<file path="config.mk">
export PLATFORM = sky130hd
export DESIGN_NAME = cache_ctrl_fsm_flat
export DESIGN_NICKNAME = d
export VERILOG_FILES = /design/src/rtl/cache_ctrl_fsm_if.sv /design/src/rtl/cache_ctrl_fsm.sv /design/src/flat_wrapper.sv
export SDC_FILE = /design/constraint.sdc
export NUM_CORES = 1
export LEC_CHECK = 0
export CORE_AREA = 2 2 447 449
export CTS_CLUSTER_DIAMETER = 100
export DETAILED_ROUTE_END_ITERATION = 10
export DIE_AREA = 0 0 449 451
export PLACE_DENSITY = 0.35
export SYNTH_ARGS = -nofsm -noshare
export SYNTH_HDL_FRONTEND = slang
export SYNTH_SLANG_ARGS = --single-unit
</file>
<file path="constraint.sdc">
create_clock -name clk -period 29.8 [get_ports clk]
set_clock_uncertainty 0.15 [all_clocks]
set_input_delay 5.96 -clock clk [delete_from_list [all_inputs] [get_ports clk]]
set_output_delay 5.96 -clock clk [all_outputs]
set_load 0.01 [all_outputs]
</file>
<file path="src/rtl/cache_ctrl_fsm_if.sv">
// Bundle of CPU request, cache-array and memory-bus signals around
// the cache controller. slave = controller side, master = its surroundings.
interface cache_ctrl_fsm_if #(
    parameter int OFFSET_WIDTH = 3,
    parameter int INDEX_WIDTH  = 6
);
    localparam int TAG_WIDTH  = 30 - OFFSET_WIDTH - INDEX_WIDTH;
    localparam int BLOCK_BITS = 32 << OFFSET_WIDTH;

    logic                    cpu_req;
    logic                    cpu_we;
    logic [31:0]             cpu_addr;
    logic                    cpu_ready;

    logic                    c_enable;
    logic                    c_cmp;
    logic                    c_write;
    logic                    c_valid_in;
    logic [TAG_WIDTH-1:0]    c_tag;
    logic [INDEX_WIDTH-1:0]  c_index;
    logic [OFFSET_WIDTH-1:0] c_word_sel;
    logic [BLOCK_BITS-1:0]   c_block_in;
    logic                    c_hit;
    logic                    c_dirty;
    logic [TAG_WIDTH-1:0]    c_tag_out;
    logic [BLOCK_BITS-1:0]   c_data_wb;

    logic                    mem_req;
    logic                    mem_we;
    logic [31:0]             mem_addr;
    logic [BLOCK_BITS-1:0]   mem_wdata;
    logic [BLOCK_BITS-1:0]   mem_rdata;
    logic                    mem_ack;

    modport slave (
        input  cpu_req, cpu_we, cpu_addr,
        output cpu_ready,
        output c_enable, c_cmp, c_write, c_valid_in,
        output c_tag, c_index, c_word_sel, c_block_in,
        input  c_hit, c_dirty, c_tag_out, c_data_wb,
        output mem_req, mem_we, mem_addr, mem_wdata,
        input  mem_rdata, mem_ack
    );

    modport master (
        output cpu_req, cpu_we, cpu_addr,
        input  cpu_ready,
        input  c_enable, c_cmp, c_write, c_valid_in,
        input  c_tag, c_index, c_word_sel, c_block_in,
        output c_hit, c_dirty, c_tag_out, c_data_wb,
        input  mem_req, mem_we, mem_addr, mem_wdata,
        output mem_rdata, mem_ack
    );
endinterface

</file>
<file path="src/rtl/cache_ctrl_fsm.sv">
// Sequencing controller for a 2-way set-associative cache array.
// Optional CACHE_PERF_CNT_EN adds saturating hit/miss counters.
module cache_ctrl_fsm #(
    parameter int OFFSET_WIDTH = 3,
    parameter int INDEX_WIDTH  = 6
) (
    input  logic            clk,
    input  logic            rst,
`ifdef CACHE_PERF_CNT_EN
    output logic [31:0]     perf_hit_cnt,
    output logic [31:0]     perf_miss_cnt,
`endif
    cache_ctrl_fsm_if.slave bus
);
    localparam int TAG_WIDTH  = 30 - OFFSET_WIDTH - INDEX_WIDTH;
    localparam int BLOCK_BITS = 32 << OFFSET_WIDTH;

    typedef enum logic [2:0] {
        IDLE, COMPARE, PROBE, WB, ALLOC, REFILL
    } state_t;

    state_t                  state, state_nxt;
    logic [TAG_WIDTH-1:0]    tag_q;
    logic [INDEX_WIDTH-1:0]  index_q;
    logic [OFFSET_WIDTH-1:0] word_q;
    logic                    we_q;
    logic [TAG_WIDTH-1:0]    vtag_q;
    logic [BLOCK_BITS-1:0]   wb_buf;
    logic [BLOCK_BITS-1:0]   rf_buf;
    logic                    unused_ok;

    assign unused_ok = ^bus.cpu_addr[1:0];

    // state register
    always_ff @(posedge clk) begin
        if (!rst) state <= IDLE;
        else      state <= state_nxt;
    end

    // latch the request address split and direction on acceptance
    always_ff @(posedge clk) begin
        if (!rst) begin
            tag_q   <= '0;
            index_q <= '0;
            word_q  <= '0;
            we_q    <= 1'b0;
        end else if (state == IDLE && bus.cpu_req) begin
            word_q  <= bus.cpu_addr[2 +: OFFSET_WIDTH];
            index_q <= bus.cpu_addr[2+OFFSET_WIDTH +: INDEX_WIDTH];
            tag_q   <= bus.cpu_addr[31 -: TAG_WIDTH];
            we_q    <= bus.cpu_we;
        end
    end

    // victim and refill buffers; contents only matter in WB / REFILL
    always_ff @(posedge clk) begin
        if (state == PROBE) begin
            vtag_q <= bus.c_tag_out;
            wb_buf <= bus.c_data_wb;
        end
        if (state == ALLOC && bus.mem_ack) rf_buf <= bus.mem_rdata;
    end

    // next-state logic
    always_comb begin
        state_nxt = state;
        unique case (state)
            IDLE:    if (bus.cpu_req) state_nxt = COMPARE;
            COMPARE: state_nxt = bus.c_hit ? IDLE : PROBE;
            PROBE:   state_nxt = bus.c_dirty ? WB : ALLOC;
            WB:      if (bus.mem_ack) state_nxt = ALLOC;
            ALLOC:   if (bus.mem_ack) state_nxt = REFILL;
            REFILL:  state_nxt = COMPARE;
            default: state_nxt = IDLE;
        endcase
    end

    assign bus.c_tag      = tag_q;
    assign bus.c_index    = index_q;
    assign bus.c_word_sel = word_q;

    // control outputs decoded from state
    always_comb begin
        bus.cpu_ready  = 1'b0;
        bus.c_enable   = 1'b0;
        bus.c_cmp      = 1'b0;
        bus.c_write    = 1'b0;
        bus.c_valid_in = 1'b0;
        bus.c_block_in = '0;
        bus.mem_req    = 1'b0;
        bus.mem_we     = 1'b0;
        bus.mem_addr   = '0;
        bus.mem_wdata  = '0;
        unique case (state)
            COMPARE: begin
                bus.c_enable   = 1'b1;
                bus.c_cmp      = 1'b1;
                bus.c_write    = we_q;
                bus.c_valid_in = 1'b1;
                bus.cpu_ready  = bus.c_hit;
            end
            PROBE: bus.c_enable = 1'b1;
            WB: begin
                bus.mem_req   = 1'b1;
                bus.mem_we    = 1'b1;
                bus.mem_addr  = {vtag_q, index_q,
                                 {(OFFSET_WIDTH+2){1'b0}}};
                bus.mem_wdata = wb_buf;
            end
            ALLOC: begin
                bus.mem_req  = 1'b1;
                bus.mem_addr = {tag_q, index_q,
                                {(OFFSET_WIDTH+2){1'b0}}};
            end
            REFILL: begin
                bus.c_enable   = 1'b1;
                bus.c_write    = 1'b1;
                bus.c_valid_in = 1'b1;
                bus.c_block_in = rf_buf;
            end
            default: ;
        endcase
    end

`ifdef CACHE_PERF_CNT_EN
    logic retry_q;

    // count first-try hits and all misses, saturating at all-ones
    always_ff @(posedge clk) begin
        if (!rst) begin
            retry_q       <= 1'b0;
            perf_hit_cnt  <= '0;
            perf_miss_cnt <= '0;
        end else begin
            retry_q <= (state == REFILL);
            if (state == COMPARE && bus.c_hit && !retry_q
                && perf_hit_cnt != 32'hFFFF_FFFF)
                perf_hit_cnt <= perf_hit_cnt + 32'd1;
            if (state == COMPARE && !bus.c_hit
                && perf_miss_cnt != 32'hFFFF_FFFF)
                perf_miss_cnt <= perf_miss_cnt + 32'd1;
        end
    end
`endif
endmodule

</file>
<file path="src/flat_wrapper.sv">
// flat-port wrapper written by rule: the top's interface ports become plain ports
module cache_ctrl_fsm_flat 
#(
    parameter int OFFSET_WIDTH = 3,
    parameter int INDEX_WIDTH  = 6
)
  (clk, rst, bus_cpu_req, bus_cpu_we, bus_cpu_addr, bus_cpu_ready, bus_c_enable, bus_c_cmp, bus_c_write, bus_c_valid_in, bus_c_tag, bus_c_index, bus_c_word_sel, bus_c_block_in, bus_c_hit, bus_c_dirty, bus_c_tag_out, bus_c_data_wb, bus_mem_req, bus_mem_we, bus_mem_addr, bus_mem_wdata, bus_mem_rdata, bus_mem_ack);
  cache_ctrl_fsm_if #(.OFFSET_WIDTH(OFFSET_WIDTH), .INDEX_WIDTH(INDEX_WIDTH)) bus_i ();
  input  logic clk;
  input  logic rst;
  input wire logic [$bits(bus_i.cpu_req)-1:0] bus_cpu_req;
  input wire logic [$bits(bus_i.cpu_we)-1:0] bus_cpu_we;
  input wire logic [$bits(bus_i.cpu_addr)-1:0] bus_cpu_addr;
  output wire logic [$bits(bus_i.cpu_ready)-1:0] bus_cpu_ready;
  output wire logic [$bits(bus_i.c_enable)-1:0] bus_c_enable;
  output wire logic [$bits(bus_i.c_cmp)-1:0] bus_c_cmp;
  output wire logic [$bits(bus_i.c_write)-1:0] bus_c_write;
  output wire logic [$bits(bus_i.c_valid_in)-1:0] bus_c_valid_in;
  output wire logic [$bits(bus_i.c_tag)-1:0] bus_c_tag;
  output wire logic [$bits(bus_i.c_index)-1:0] bus_c_index;
  output wire logic [$bits(bus_i.c_word_sel)-1:0] bus_c_word_sel;
  output wire logic [$bits(bus_i.c_block_in)-1:0] bus_c_block_in;
  input wire logic [$bits(bus_i.c_hit)-1:0] bus_c_hit;
  input wire logic [$bits(bus_i.c_dirty)-1:0] bus_c_dirty;
  input wire logic [$bits(bus_i.c_tag_out)-1:0] bus_c_tag_out;
  input wire logic [$bits(bus_i.c_data_wb)-1:0] bus_c_data_wb;
  output wire logic [$bits(bus_i.mem_req)-1:0] bus_mem_req;
  output wire logic [$bits(bus_i.mem_we)-1:0] bus_mem_we;
  output wire logic [$bits(bus_i.mem_addr)-1:0] bus_mem_addr;
  output wire logic [$bits(bus_i.mem_wdata)-1:0] bus_mem_wdata;
  input wire logic [$bits(bus_i.mem_rdata)-1:0] bus_mem_rdata;
  input wire logic [$bits(bus_i.mem_ack)-1:0] bus_mem_ack;
  assign bus_i.cpu_req = bus_cpu_req;
  assign bus_i.cpu_we = bus_cpu_we;
  assign bus_i.cpu_addr = bus_cpu_addr;
  assign bus_cpu_ready = bus_i.cpu_ready;
  assign bus_c_enable = bus_i.c_enable;
  assign bus_c_cmp = bus_i.c_cmp;
  assign bus_c_write = bus_i.c_write;
  assign bus_c_valid_in = bus_i.c_valid_in;
  assign bus_c_tag = bus_i.c_tag;
  assign bus_c_index = bus_i.c_index;
  assign bus_c_word_sel = bus_i.c_word_sel;
  assign bus_c_block_in = bus_i.c_block_in;
  assign bus_i.c_hit = bus_c_hit;
  assign bus_i.c_dirty = bus_c_dirty;
  assign bus_i.c_tag_out = bus_c_tag_out;
  assign bus_i.c_data_wb = bus_c_data_wb;
  assign bus_mem_req = bus_i.mem_req;
  assign bus_mem_we = bus_i.mem_we;
  assign bus_mem_addr = bus_i.mem_addr;
  assign bus_mem_wdata = bus_i.mem_wdata;
  assign bus_i.mem_rdata = bus_mem_rdata;
  assign bus_i.mem_ack = bus_mem_ack;
  cache_ctrl_fsm #(.OFFSET_WIDTH(OFFSET_WIDTH), .INDEX_WIDTH(INDEX_WIDTH)) u_core (.clk(clk), .rst(rst), .bus(bus_i));
endmodule
</file>
Yosys cells after proc, flatten, opt, wreduce, memory -nomap -nowiden
Cells that the tools add are included.
{"block": "totals", "reg_bits": 567, "inputBits": 572}
{"block": "op_classes", "eq_ne": 8, "reduce_logical": 7, "mux": 16}
{"operator": "$mux 256", "count": 2}
{"operator": "$pmux 32 s2", "count": 1}
{"operator": "$pmux 3 s6", "count": 1}
{"operator": "$mux 3", "count": 4}
{"operator": "$eq 3x2->1 const B", "count": 2}
{"operator": "$eq 3x3->1 const B", "count": 2}
{"operator": "$mux 1", "count": 6}
{"operator": "$ne 2x2->1 const B", "count": 3}
{"operator": "$reduce_or 2->1", "count": 2}
{"operator": "$eq 3x1->1 const B", "count": 1}
{"operator": "$logic_not 3->1", "count": 1}
{"operator": "$reduce_and 3->1", "count": 1}
{"operator": "$reduce_or 3->1", "count": 1}
{"operator": "$logic_and 1x1->1", "count": 2}
{"operator": "$mux 2", "count": 1}
{"operator": "$pmux 1 s2", "count": 1}

Longest topological paths before layout
Gate-level depths: netlist (run 1).
{"block": "logic_depth", "depth_word": 3, "depth_mapped": 6, "ltp_nobuf": 3}

Least setup slack after synthesis (run 1)
Ideal clock, no wire load.
{"block": "synth_timing", "path_type": "register to register", "start": "register u_core.state[2]", "end": "register u_core.vtag_q[0], enable pin", "path_stages_with_launch": 4, "t_arrival_ns": 12.082, "n_path_buf": 1, "setup_slack_ns": 16.648, "setup_time_ns": 0.920, "required_ns": 28.730, "cell_sequence": "dfxtp_1 > buf_2 > nand2b_1 > nor2_1"}
{"block": "synth_between", "elab_chain_cells": 1}
{"element": "start, declared", "line": "cache_ctrl_fsm.sv:22", "rtl": "state_t state, state_nxt;"}
{"element": "start signal, assigned", "line": "cache_ctrl_fsm.sv:37", "rtl": "else state <= state_nxt;"}
{"element": "$eq 3x2->1", "line": "cache_ctrl_fsm.sv:57", "rtl": "if (state == PROBE) begin"}
{"element": "end signal, assigned", "line": "cache_ctrl_fsm.sv:58", "rtl": "vtag_q <= bus.c_tag_out;"}
{"element": "end, declared", "line": "cache_ctrl_fsm.sv:27", "rtl": "logic [TAG_WIDTH-1:0] vtag_q;"}
No other way between the ends.
A chain may end at the register's enable or synchronous reset.

Final worst setup path (run 1)
{"block": "layout_timing", "start": "input bus_c_hit", "end": "output bus_cpu_ready"}
{"block": "layout_between", "elab_chain_cells": 1}
{"element": "start, declared", "line": "flat_wrapper.sv:23", "rtl": "input wire logic [$bits(bus_i.c_hit)-1:0] bus_c_hit;"}
{"element": "$mux 1", "line": "cache_ctrl_fsm.sv:94", "rtl": "unique case (state)"}
{"element": "end, declared", "line": "flat_wrapper.sv:14", "rtl": "output wire logic [$bits(bus_i.cpu_ready)-1:0] bus_cpu_ready;"}
No other way between the ends.

==> metrics.yaml, run 1 <==
finalCritPeriodShare_pct: 44.68
setup_slack_ns: 16.48
p_per_area_nw_per_um2: 50.53
p_int_mw: 1.493
relSlewSlack_pct: 35.62
nets: 3048
grt_pass1_vias: 15880
detail_route.wl_per_cell_um: 19.52
arrival_ns: 7.21
drc: 0
place.gp.congestion: 0.7839
cts_resized: 0
ys_seq_elements: 567
cts.sinks: 567
first_iter_violations: 727
synth_top_area_share_pct: 75.63
p_leak_nw: 12.42
hold_violations: 0
sequentialPowerShare_pct: 46.5
cp.buffers_inverters: 2
start_kind: "primary input"
synth-edff-count: 533
fin_crit_ns: 13.32
rows: 164
ys_seq_area_share_pct: 78.84
grt_overflow_total: 0
cts_tree: "yes"
netlist_area_um2: 21160
cts_buffer_depth: 3
slew_viol_final: 0
n_fill_cell: 21700
grt.total_usage_pct: 9.675
path_class: "in -> out"
layout-drive-gt1-share_pct: 4.880
drt_wl_total_mm: 101.7
cts_root_buf: "clkbuf_16"
crit_fanout: 2
p_comb_share_pct: 6.6
power.share.clock_pct: 46.9
maxCapViolations: 0
ioPinCount: 1153
setup_violations: 0
synth_ff_type: "edfxtp_1"
synthCells: 1310
slowest_delay_ns: 0.55
die_area_um2: 202500
worst_pin_slew_ns: 0.9657
cts-hold-fix-buffers: 0
io_buffers: 1145
swShare_pct: 22.70
core_area_um2: 198200
die_h_um: 451
cts_setup_buffers: 0
via_per_inst: 2.877
crit_family: "buffers and inverters"
synth_cell_type_count: 32
drtAntennaViolNets: 0
synthArstFlopShare_pct: 0
grt_pass1_wl_mm: 136.1
path_cells: "clkdlybuf4s50_1 > and2_1 > clkdlybuf4s50_1"
grt_max_degree: 142
status: "finished, final reports clean"
clk_pin_slew_worst_paths_ns: 0.05
syn_avg_cell_area_um2: 16.16
first_pass_iters: 4
syn2layout_area_growth_pct: 80.65
required_ns: 23.69
floorplan.initialDensity_pct: 10.68
cts_buffers: 79
irDropWorstVdd_mv: 0.03800
antenna_found_initial: 33
finalSetupTns_ns: 0
hold_path.class: "reg -> reg"
cp_slowest_cell: "clkdlybuf4s50_1"
rsz0062_at_grt: "false"
pre_cts_slack_ns: 16.49
report.power.total_mw: 1.932
fmax_mhz: 75.10
h-tree-depth: 3
post-dp-hpwl_mm: 78.56
p_switching_mw: 0.4385
yosys.area.top_type: "edfxtp_1"
vias: 14980
ys_top_cells_by_area: "edfxtp_1 76%, and2_1 15%, dfxtp_1 3.2%"
crit_top_cell: "clkdlybuf4s50_1"
clk_latency_ns: 0.67
synth_warnings: 0
fin_hold_ws_ns: 0.3069
endpoint_kind: "output port"
die_w_um: 449
==> Yosys cell counts, types with 2 or more instances <==
library cell,instances
a21boi_0,2
a21boi_1,30
a22o_1,21
and2_1,514
buf_2,12
buf_4,6
buf_6,4
clkbuf_1,56
dfxtp_1,34
edfxtp_1,533
inv_1,3
mux2i_1,2
nand2_1,63
nor2_1,5
nor2b_1,8
==> power by group through the flow <==
stage               clock network, mW  registers [mW]  logic, mW
floorplan                           0           0.919     0.0243
global placement                    0           0.915      0.130
detailed placement                  0           0.915      0.131
CTS                             0.952           0.899      0.132
global route                    0.981           0.900      0.137
finish                          0.906           0.898      0.128
==> layout make-up <==
| class | instances | area (um2) | share of cell area [%] |
|---|---|---|---|
| Antenna cell | 10 | 25.02 | 0.06545 |
| Clock buffer | 109 | 2111 | 5.521 |
| Clock inverter | 37 | 332.8 | 0.8705 |
| Inverter | 3 | 11.26 | 0.02945 |
| Multi-Input combinational cell | 665 | 4150 | 10.86 |
| Sequential cell | 567 | 16690 | 43.64 |
| Tap cell | 2656 | 3323 | 8.692 |
| Timing Repair Buffer | 1160 | 11590 | 30.32 |
==> per-layer routing <==
metal  up-vias  track usage, %  wire length (um)
li1       6921               -                 -
met1      7229           9.568             35200
met2       660           18.03             54350
met3       155           4.293              9486
met4        18           2.857              2525
met5         -               0               101
==> cells in the final DEF, fill, tap and decap left out, types with 2 or more instances in the layout <==
master	netlist	layout
clkdlybuf4s50_1	0	1144
edfxtp_1	533	533
and2_1	514	513
clkbuf_16	0	80
nand2_1	63	63
dfxtp_1	34	34
a21boi_1	30	30
clkbuf_1	56	29
a22o_1	21	21
clkinv_1	0	17
buf_4	6	13
diode_2	0	10
nor2b_1	8	8
clkinv_2	0	7
conb_1	1	5
nor2_1	5	4
inv_1	3	3
nor2_4	0	2
mux2i_1	2	2
a21boi_0	2	2
inv_16	0	2
clkinv_16	0	2
clkinvlp_4	0	2
clkinv_8	0	2
bufinv_16	0	2
clkinv_4	0	2
buf_12	0	2
==> worst paths after layout <==
path | cells after the start | to | start | slack [ns]
min reg2reg | 2 | u_core.bus.c_word_sel[1] | u_core.bus.c_word_sel[1] | 0.31
max | 3 | bus_cpu_ready | bus_c_hit | 16.48
max reg2reg | 4 | u_core.rf_buf[149] | u_core.state[2] | 26.17
min | 2 | u_core.bus.c_word_sel[1] | u_core.bus.c_word_sel[1] | 0.31
==> stage by stage <==
stage          area [um2]  utilization, %  cells
2_1_floorplan       21180               -   1314
3_3_place_gp        35760           18.04   5051
3_5_place_dp        35760           18.04   5051
4_1_cts             38210           19.28   5197
5_1_grt             38220           19.28   5201
6_report            38230           19.29   5207
==> cell families (layout without fill, tap and decap cells) <==
| logic type | after synthesis | in the layout | share of synthesized area, % |
|---|---|---|---|
| compound gates | 57 | 57 | 2.140 |
| buf+inv | 82 | 1309 | 1.779 |
| flops | 567 | 567 | 78.84 |
| mux | 3 | 3 | 0.1478 |
| other cells | 1 | 15 | 0.01772 |
| simple gates | 600 | 600 | 17.07 |
==> tightest hold or removal path, stage by stage, from the launching register on <==
cell and delay, ns:
dfxtp_1 0.31, nand2_1 0.05, a21boi_1 0.05
==> state kept, by name, indices dropped and copies added, names as in the netlist <==
register and count:
u_core.state 3, u_core.we_q 1, u_core.bus.c_tag 21, u_core.vtag_q 21
u_core.bus.c_index 6, u_core.wb_buf 256, u_core.bus.c_word_sel 3, u_core.rf_buf 256
Power figures use the tool's default switching activity.
==> inputs of run 2 (changes only) <==
--- a/config.mk
+++ b/config.mk
@@ -5,11 +5,11 @@
 export SDC_FILE = /design/constraint.sdc
 export NUM_CORES = 1
 export LEC_CHECK = 0
-export CORE_AREA = 2 2 447 449
+export CORE_AREA = 2 2 448 450
 export CTS_CLUSTER_DIAMETER = 100
 export DETAILED_ROUTE_END_ITERATION = 10
-export DIE_AREA = 0 0 449 451
-export PLACE_DENSITY = 0.35
+export DIE_AREA = 0 0 450 452
+export PLACE_DENSITY = 0.36
 export SYNTH_ARGS = -nofsm -noshare
 export SYNTH_HDL_FRONTEND = slang
 export SYNTH_SLANG_ARGS = --single-unit
==> constraint.sdc (replaced) <==
create_clock -name clk -period 11.2 [get_ports clk]
set_clock_uncertainty 0.15 [all_clocks]
set_input_delay 2.24 -clock clk [delete_from_list [all_inputs] [get_ports clk]]
set_output_delay 2.24 -clock clk [all_outputs]
set_load 0.01 [all_outputs]
==> run 2 against run 1 <==
  * Die area up 0.44%
  * Sequential share of layout area decreased by 0.22 points
  * Largest power group unchanged
  * Register-to-register slack got worse by 19 ns
  * Combinational power increased to 2.7 times the previous value
  * Critical endpoint is now bus_c_block_in[39]
  * Critical path type is now reg -> out
  * Via count rose by 0.81%
  * Largest cell class unchanged
  * First-iteration DRC count shrank 0.83%
  * Worst hold slack got worse by 0.0019 ns
  * Cell count shrank 0.15%
==> metrics.yaml, run 2 (synthesis gave the netlist of run 1 again) <==
status: "finished, final reports clean"  # unchanged
slew_viol_final: 0  # unchanged
syn2layout_area_growth_pct: 81.57  # was 80.65%
cts_root_buf: "clkbuf_16"  # unchanged
vias: 15110  # was 14980
place.gp.congestion: 0.8008  # was 0.7839
cts_buffer_depth: 3  # unchanged
dp_cells: 5051  # unchanged
hold_path.class: "reg -> reg"  # unchanged
detail_route.wl_per_cell_um: 20.56  # was 19.52 um
path_class: "reg -> out"  # was in -> out
required_ns: 8.81  # was 23.69 ns
final_common_cell: "clkdlybuf4s50_1"  # unchanged
rows: 164  # unchanged
cts_buffers: 81  # was 79
reg2reg_to: "u_core.rf_buf[220]"  # was u_core.rf_buf[149]
post-dp-hpwl_mm: 82.91  # was 78.56 mm
clk_pin_slew_worst_paths_ns: 0.06  # was 0.05 ns
h-tree-depth: 3  # unchanged
cts_resized: 0  # unchanged
r2r_cells: 5  # was 4
cts.sinks: 567  # unchanged
arrival_ns: 3.80  # was 7.21 ns
fin_util_pct: 19.35  # was 19.29%
first_pass_iters: 4  # unchanged
drtAntennaViolNets: 0  # unchanged
io_buffers: 1145  # unchanged
grt.total_usage_pct: 10.06  # was 9.675%
finalCritPeriodShare_pct: 55.28
final_cell_mix: "1145 x clkdlybuf4s50_1, 533 x edfxtp_1, 513 x and2_1, 82 x clkbuf_16, 63 x nand2_1"  # was 1144 x clkdlybuf4s50_1, 533 x edfxtp_1, 513 x and2_1, 80 x clkbuf_16, 63 x nand2_1
drc: 0  # unchanged
cts-hold-fix-buffers: 0  # unchanged
grt_pass1_vias: 15550  # was 15880
grt_pass1_wl_mm: 139.7  # was 136.1 mm
worst_pin_slew_ns: 1.090  # was 0.9657 ns
hold_violations: 0  # unchanged
relSlewSlack_pct: 27.34  # was 35.62%
antenna_found_initial: 40  # was 33
setup_violations: 0  # unchanged
hold_path_depth: 2  # unchanged
postPlaceCellArea_um2: 35780  # was 35760 um2
ioPinCount: 1153  # unchanged
core_area_um2: 198600  # was 198200 um2
p_per_area_nw_per_um2: 138.4  # was 50.53 nW/um2
start_kind: "register"  # was primary input
p_leak_nw: 12.53  # was 12.42 nW
crit_fanout: 193  # was 2
layout-drive-gt1-share_pct: 5.485  # was 4.880%
via_per_inst: 2.905  # was 2.877
min_to: "u_core.bus.c_word_sel[1]"  # unchanged
first_iter_violations: 721  # was 727
endpoint_kind: "output port"  # unchanged
finalSetupTns_ns: 0  # unchanged
drt_wl_total_mm: 106.9  # was 101.7 mm
cts_tree: "yes"  # unchanged
fmax_mhz: 161.5
die_w_um: 450  # was 449 um
rsz0062_at_grt: "false"  # unchanged
clk_latency_ns: 0.68  # was 0.67 ns
nets: 3051  # was 3048
reg_top3: "u_core.rf_buf (256), u_core.wb_buf (256)"  # unchanged
fin_cells: 5199  # was 5207
die_h_um: 452  # was 451 um
cts_setup_buffers: 0  # unchanged
maxCapViolations: 0  # unchanged
grt_overflow_total: 0  # unchanged
floorplan.initialDensity_pct: 10.65  # was 10.68%
r2r_setup_slack_ns: 7.20  # was 26.17 ns
reg2reg_from: "u_core.state[2]"  # unchanged
final_cell_area_um2: 38430  # was 38230 um2
fin_crit_ns: 6.191
grt_max_degree: 194  # was 142
fin_hold_ws_ns: 0.3050  # was 0.3069 ns
die_area_um2: 203400  # was 202500 um2
worstHoldStart: "u_core.bus.c_word_sel[1]"  # unchanged
irDropWorstVdd_mv: 0.1113  # was 0.03800 mV
run 2: cell count changes in the layout (fill, tap and decap cells not counted), sizes merged:
| cell | delta |
|---|---|
| clkbuf | -13 |
| diode | -1 |
| clkinv | -3 |
| inv | +5 |
| bufinv | +4 |
| clkdlybuf4s50 | +1 |
| clkinvlp | -1 |
run 2: layout make-up:
type | instances | area [um2]
Tap cell | 2656 | 3323
Sequential cell | 567 | 16690
Timing Repair Buffer | 1161 | 11630
Multi-Input combinational cell | 665 | 4150
Antenna cell | 9 | 22.52
Fill cell | 21650 | 160200
Clock inverter | 42 | 478.0
Clock buffer | 96 | 2125
Inverter | 3 | 11.26
run 2: metrics by stage:
step | power (mW) | setup WS [ns]
finish | 5.320 | 5.009
global route | 5.546 | 4.643
CTS | 5.463 | 4.663
detailed placement | 2.784 | 4.945
global placement | 2.781 | 4.943
floorplan | 2.503 | 2.376
run 2: critical path, stage by stage, from the launching register on:
cell             delay, ns
dfxtp_1               0.71
nand2b_4              0.14
nor2_4                0.10
buf_4                 0.48
buf_12                0.36
and2_1                0.23
clkdlybuf4s50_1       0.67
run 2: how the worst max path moves through the flow:
stage	startpoint	end	slack (ns)
finish	u_core.state[0]	bus_c_block_in[39]	5.01
global route	u_core.state[0]	bus_c_block_in[91]	4.64
CTS	u_core.state[0]	bus_c_block_in[92]	4.66
detailed placement	bus_c_hit	bus_cpu_ready	4.94
global placement	bus_c_hit	bus_cpu_ready	4.94
floorplan	bus_mem_ack	u_core.rf_buf[0]	2.38
run 2: power by group:
part           total, mW  leakage [nW]  switching, mW  internal, mW
Sequential          2.39          5.09         0.0216          2.37
Combinational      0.341          6.17          0.116         0.225
Clock               2.59          1.27           1.08          1.50
Total               5.32          12.5           1.22          4.10
run 2: routing by layer:
metal | share of wire [%] | vias to the layer above | track usage [%]
li1 | - | 6930 | -
met1 | 33 | 7288 | 9.447
met2 | 56 | 690 | 19.59
met3 | 7.8 | 183 | 3.865
met4 | 3.3 | 14 | 3.450
met5 | 0.083 | - | 0
==> inputs of run 3 (changes only) <==
--- a/config.mk
+++ b/config.mk
@@ -5,11 +5,11 @@
 export SDC_FILE = /design/constraint.sdc
 export NUM_CORES = 1
 export LEC_CHECK = 0
-export CORE_AREA = 2 2 448 450
+export CORE_AREA = 2 2 450 452
 export CTS_CLUSTER_DIAMETER = 100
 export DETAILED_ROUTE_END_ITERATION = 10
-export DIE_AREA = 0 0 450 452
-export PLACE_DENSITY = 0.36
+export DIE_AREA = 0 0 452 454
+export PLACE_DENSITY = 0.35
 export SYNTH_ARGS = -nofsm -noshare
 export SYNTH_HDL_FRONTEND = slang
 export SYNTH_SLANG_ARGS = --single-unit
==> constraint.sdc (replaced) <==
create_clock -name clk -period 6 [get_ports clk]
set_clock_uncertainty 0.15 [all_clocks]
set_input_delay 1.2 -clock clk [delete_from_list [all_inputs] [get_ports clk]]
set_output_delay 1.2 -clock clk [all_outputs]
set_load 0.01 [all_outputs]
==> run 3 against run 2 <==
  * Combinational power is 87% higher
  * Cell area rose by 0.17%
  * Utilization shrank 0.18 points
  * Die area rose by 0.89%
  * Sequential power is 87% higher
  * First-iteration DRC count is 11% higher
  * Register-to-register slack worse by 4.3 ns
  * Highest routed layer unchanged
==> metrics.yaml, run 3 (synthesis gave the netlist of run 1 again) <==
cts-hold-fix-buffers: 0  # unchanged
rows: 165  # was 164
postPlaceCellArea_um2: 35890  # was 35780 um2
antenna_found_initial: 37  # was 40
p_leak_nw: 12.54  # was 12.53 nW
core_area_um2: 200900  # was 198600 um2
final_cell_mix: "1145 x clkdlybuf4s50_1, 533 x edfxtp_1, 513 x and2_1, 82 x clkbuf_16, 63 x nand2_1"  # unchanged
power.share.clock_pct: 48.4  # was 48.6%
ioPinCount: 1153  # unchanged
start_kind: "register"  # unchanged
nets: 3054  # was 3051
clk_pin_slew_worst_paths_ns: 0.06  # about the same
grt_pass1_vias: 15420  # was 15550
fmax_mhz: 208.0
floorplan.initialDensity_pct: 10.54  # was 10.65%
clk_latency_ns: 0.67  # was 0.68 ns
place.gp.congestion: 0.7789  # was 0.8008
grt_max_degree: 182  # was 194
layout-drive-gt1-share_pct: 5.538  # was 5.485%
relSlewSlack_pct: 33.95  # was 27.34%
final_cell_area_um2: 38490  # was 38430 um2
slew_viol_final: 0  # unchanged
cts_tree: "yes"  # unchanged
first_iter_violations: 800  # was 721
cts.sinks: 567  # unchanged
cp_slowest_cell: "dfxtp_1"  # unchanged
h-tree-depth: 3  # unchanged
cts_resized: 0  # unchanged
seq_area_um2: 16690  # unchanged
reg_top3: "u_core.rf_buf (256), u_core.wb_buf (256)"  # unchanged
detail_route.wl_per_cell_um: 20.43  # was 20.56 um
irDropWorstVdd_mv: 0.1715  # was 0.1113 mV
cts_setup_buffers: 0  # unchanged
grt_pass1_wl_mm: 138.4  # was 139.7 mm
vias: 15040  # was 15110
setup_violations: 0  # unchanged
p_switching_mw: 2.277  # was 1.221 mW
hold_violations: 0  # unchanged
via_per_inst: 2.876  # was 2.905
finalSetupTns_ns: 0  # unchanged
path_class: "reg -> out"  # unchanged
required_ns: 4.65  # was 8.81 ns
p_per_area_nw_per_um2: 256.7  # was 138.4 nW/um2
arrival_ns: 3.46  # was 3.80 ns
die_w_um: 452  # was 450 um
finalCritPeriodShare_pct: 80.13
p_comb_share_pct: 6.4  # about the same
grt.total_usage_pct: 9.908  # was 10.06%
crit_fanout: 127  # was 193
drc: 0  # unchanged
first_pass_iters: 4  # unchanged
drtAntennaViolNets: 0  # unchanged
rsz0062_at_grt: "false"  # unchanged
cts_buffer_depth: 3  # unchanged
die_area_um2: 205200  # was 203400 um2
fin_crit_ns: 4.808
hold_path.class: "reg -> reg"  # unchanged
final_common_cell: "clkdlybuf4s50_1"  # unchanged
io_buffers: 1145  # unchanged
status: "finished, final reports clean"  # unchanged
worst_pin_slew_ns: 0.9907  # was 1.090 ns
die_h_um: 454  # was 452 um
slowest_delay_ns: 0.71  # about the same
maxCapViolations: 0  # unchanged
multi_input_comb_area_um2: 4150  # unchanged
syn2layout_area_growth_pct: 81.87  # was 81.57%
drt_wl_total_mm: 106.9  # about the same
sequentialPowerShare_pct: 45.2  # was 45.0%
cts_buffers: 82  # was 81
cts_root_buf: "clkbuf_16"  # unchanged
swShare_pct: 23.05  # was 22.96%
post-dp-hpwl_mm: 83.02  # was 82.91 mm
n_fill_cell: 21870  # was 21650
endpoint_kind: "output port"  # unchanged
p_int_mw: 7.604  # was 4.098 mW
grt_overflow_total: 0  # unchanged
path_cells: "and3b_4 > buf_12 > and2_1 > clkdlybuf4s50_1"  # was nand2b_4 > nor2_4 > buf_4 > buf_12 > and2_1 > clkdlybuf4s50_1
run 3: stage by stage:
step                hold slack [ns]  utilization (%)  setup WS (ns)  total power, mW  cells
floorplan                    0.2934                -         0.6745            4.661   1314
global placement             0.2969            17.87          1.726            5.197   5070
detailed placement           0.2989            17.87          1.739            5.201   5070
CTS                          0.3069            19.15         0.9489            10.16   5218
global route                 0.3304            19.15         0.9231            10.30   5223
finish                       0.3043            19.16          1.192            9.881   5230
run 3: area by class of cell:
class	instances	share of cell area, %
multi-input combinational	665	10.78
sequential	567	43.35
tap	2672	8.685
clock inverter	46	1.164
inverter	3	0.02925
timing repair buffer	1163	30.39
clock buffer	102	5.526
antenna	12	0.07801
run 3: path summary, 6_finish.rpt:
| check | from | endpoint | slack (ns) | cells after the start |
|---|---|---|---|---|
| setup / recovery | u_core.state[0] | bus_mem_wdata[47] | 1.19 | 4 |
| hold / removal | u_core.bus.c_word_sel[1] | u_core.bus.c_word_sel[1] | 0.30 | 2 |
| setup reg to reg | u_core.state[2] | u_core.rf_buf[10] | 2.94 | 3 |
| hold reg to reg | u_core.bus.c_word_sel[1] | u_core.bus.c_word_sel[1] | 0.30 | 2 |
run 3: power by group through the flow:
stage                     sequential [mW]  combinational [mW]  clock, mW
after floorplan                      4.54               0.121          0
after detailed placement             4.55               0.651          0
after global routing                 4.47               0.681       5.15
after CTS                            4.47               0.653       5.04
final                                4.47               0.636       4.78
after global placement               4.55               0.647          0
run 3: per-layer routing:
| layer | track usage (%) | vias up | part of all wire, % |
|---|---|---|---|
| met5 | 0 | - | 0.096 |
| met1 | 9.860 | 7277 | 35 |
| met4 | 2.900 | 14 | 2.6 |
| li1 | - | 6936 | - |
| met3 | 4.132 | 161 | 8.3 |
| met2 | 18.60 | 656 | 54 |
run 3: worst max-delay path, delay by kind of cell, from the launching register on:
kind / cells / cell delay, ns
buffers and inverters: 2 / 1.00
and+or+nand+nor: 2 / 0.86
DFF: 1 / 0.71
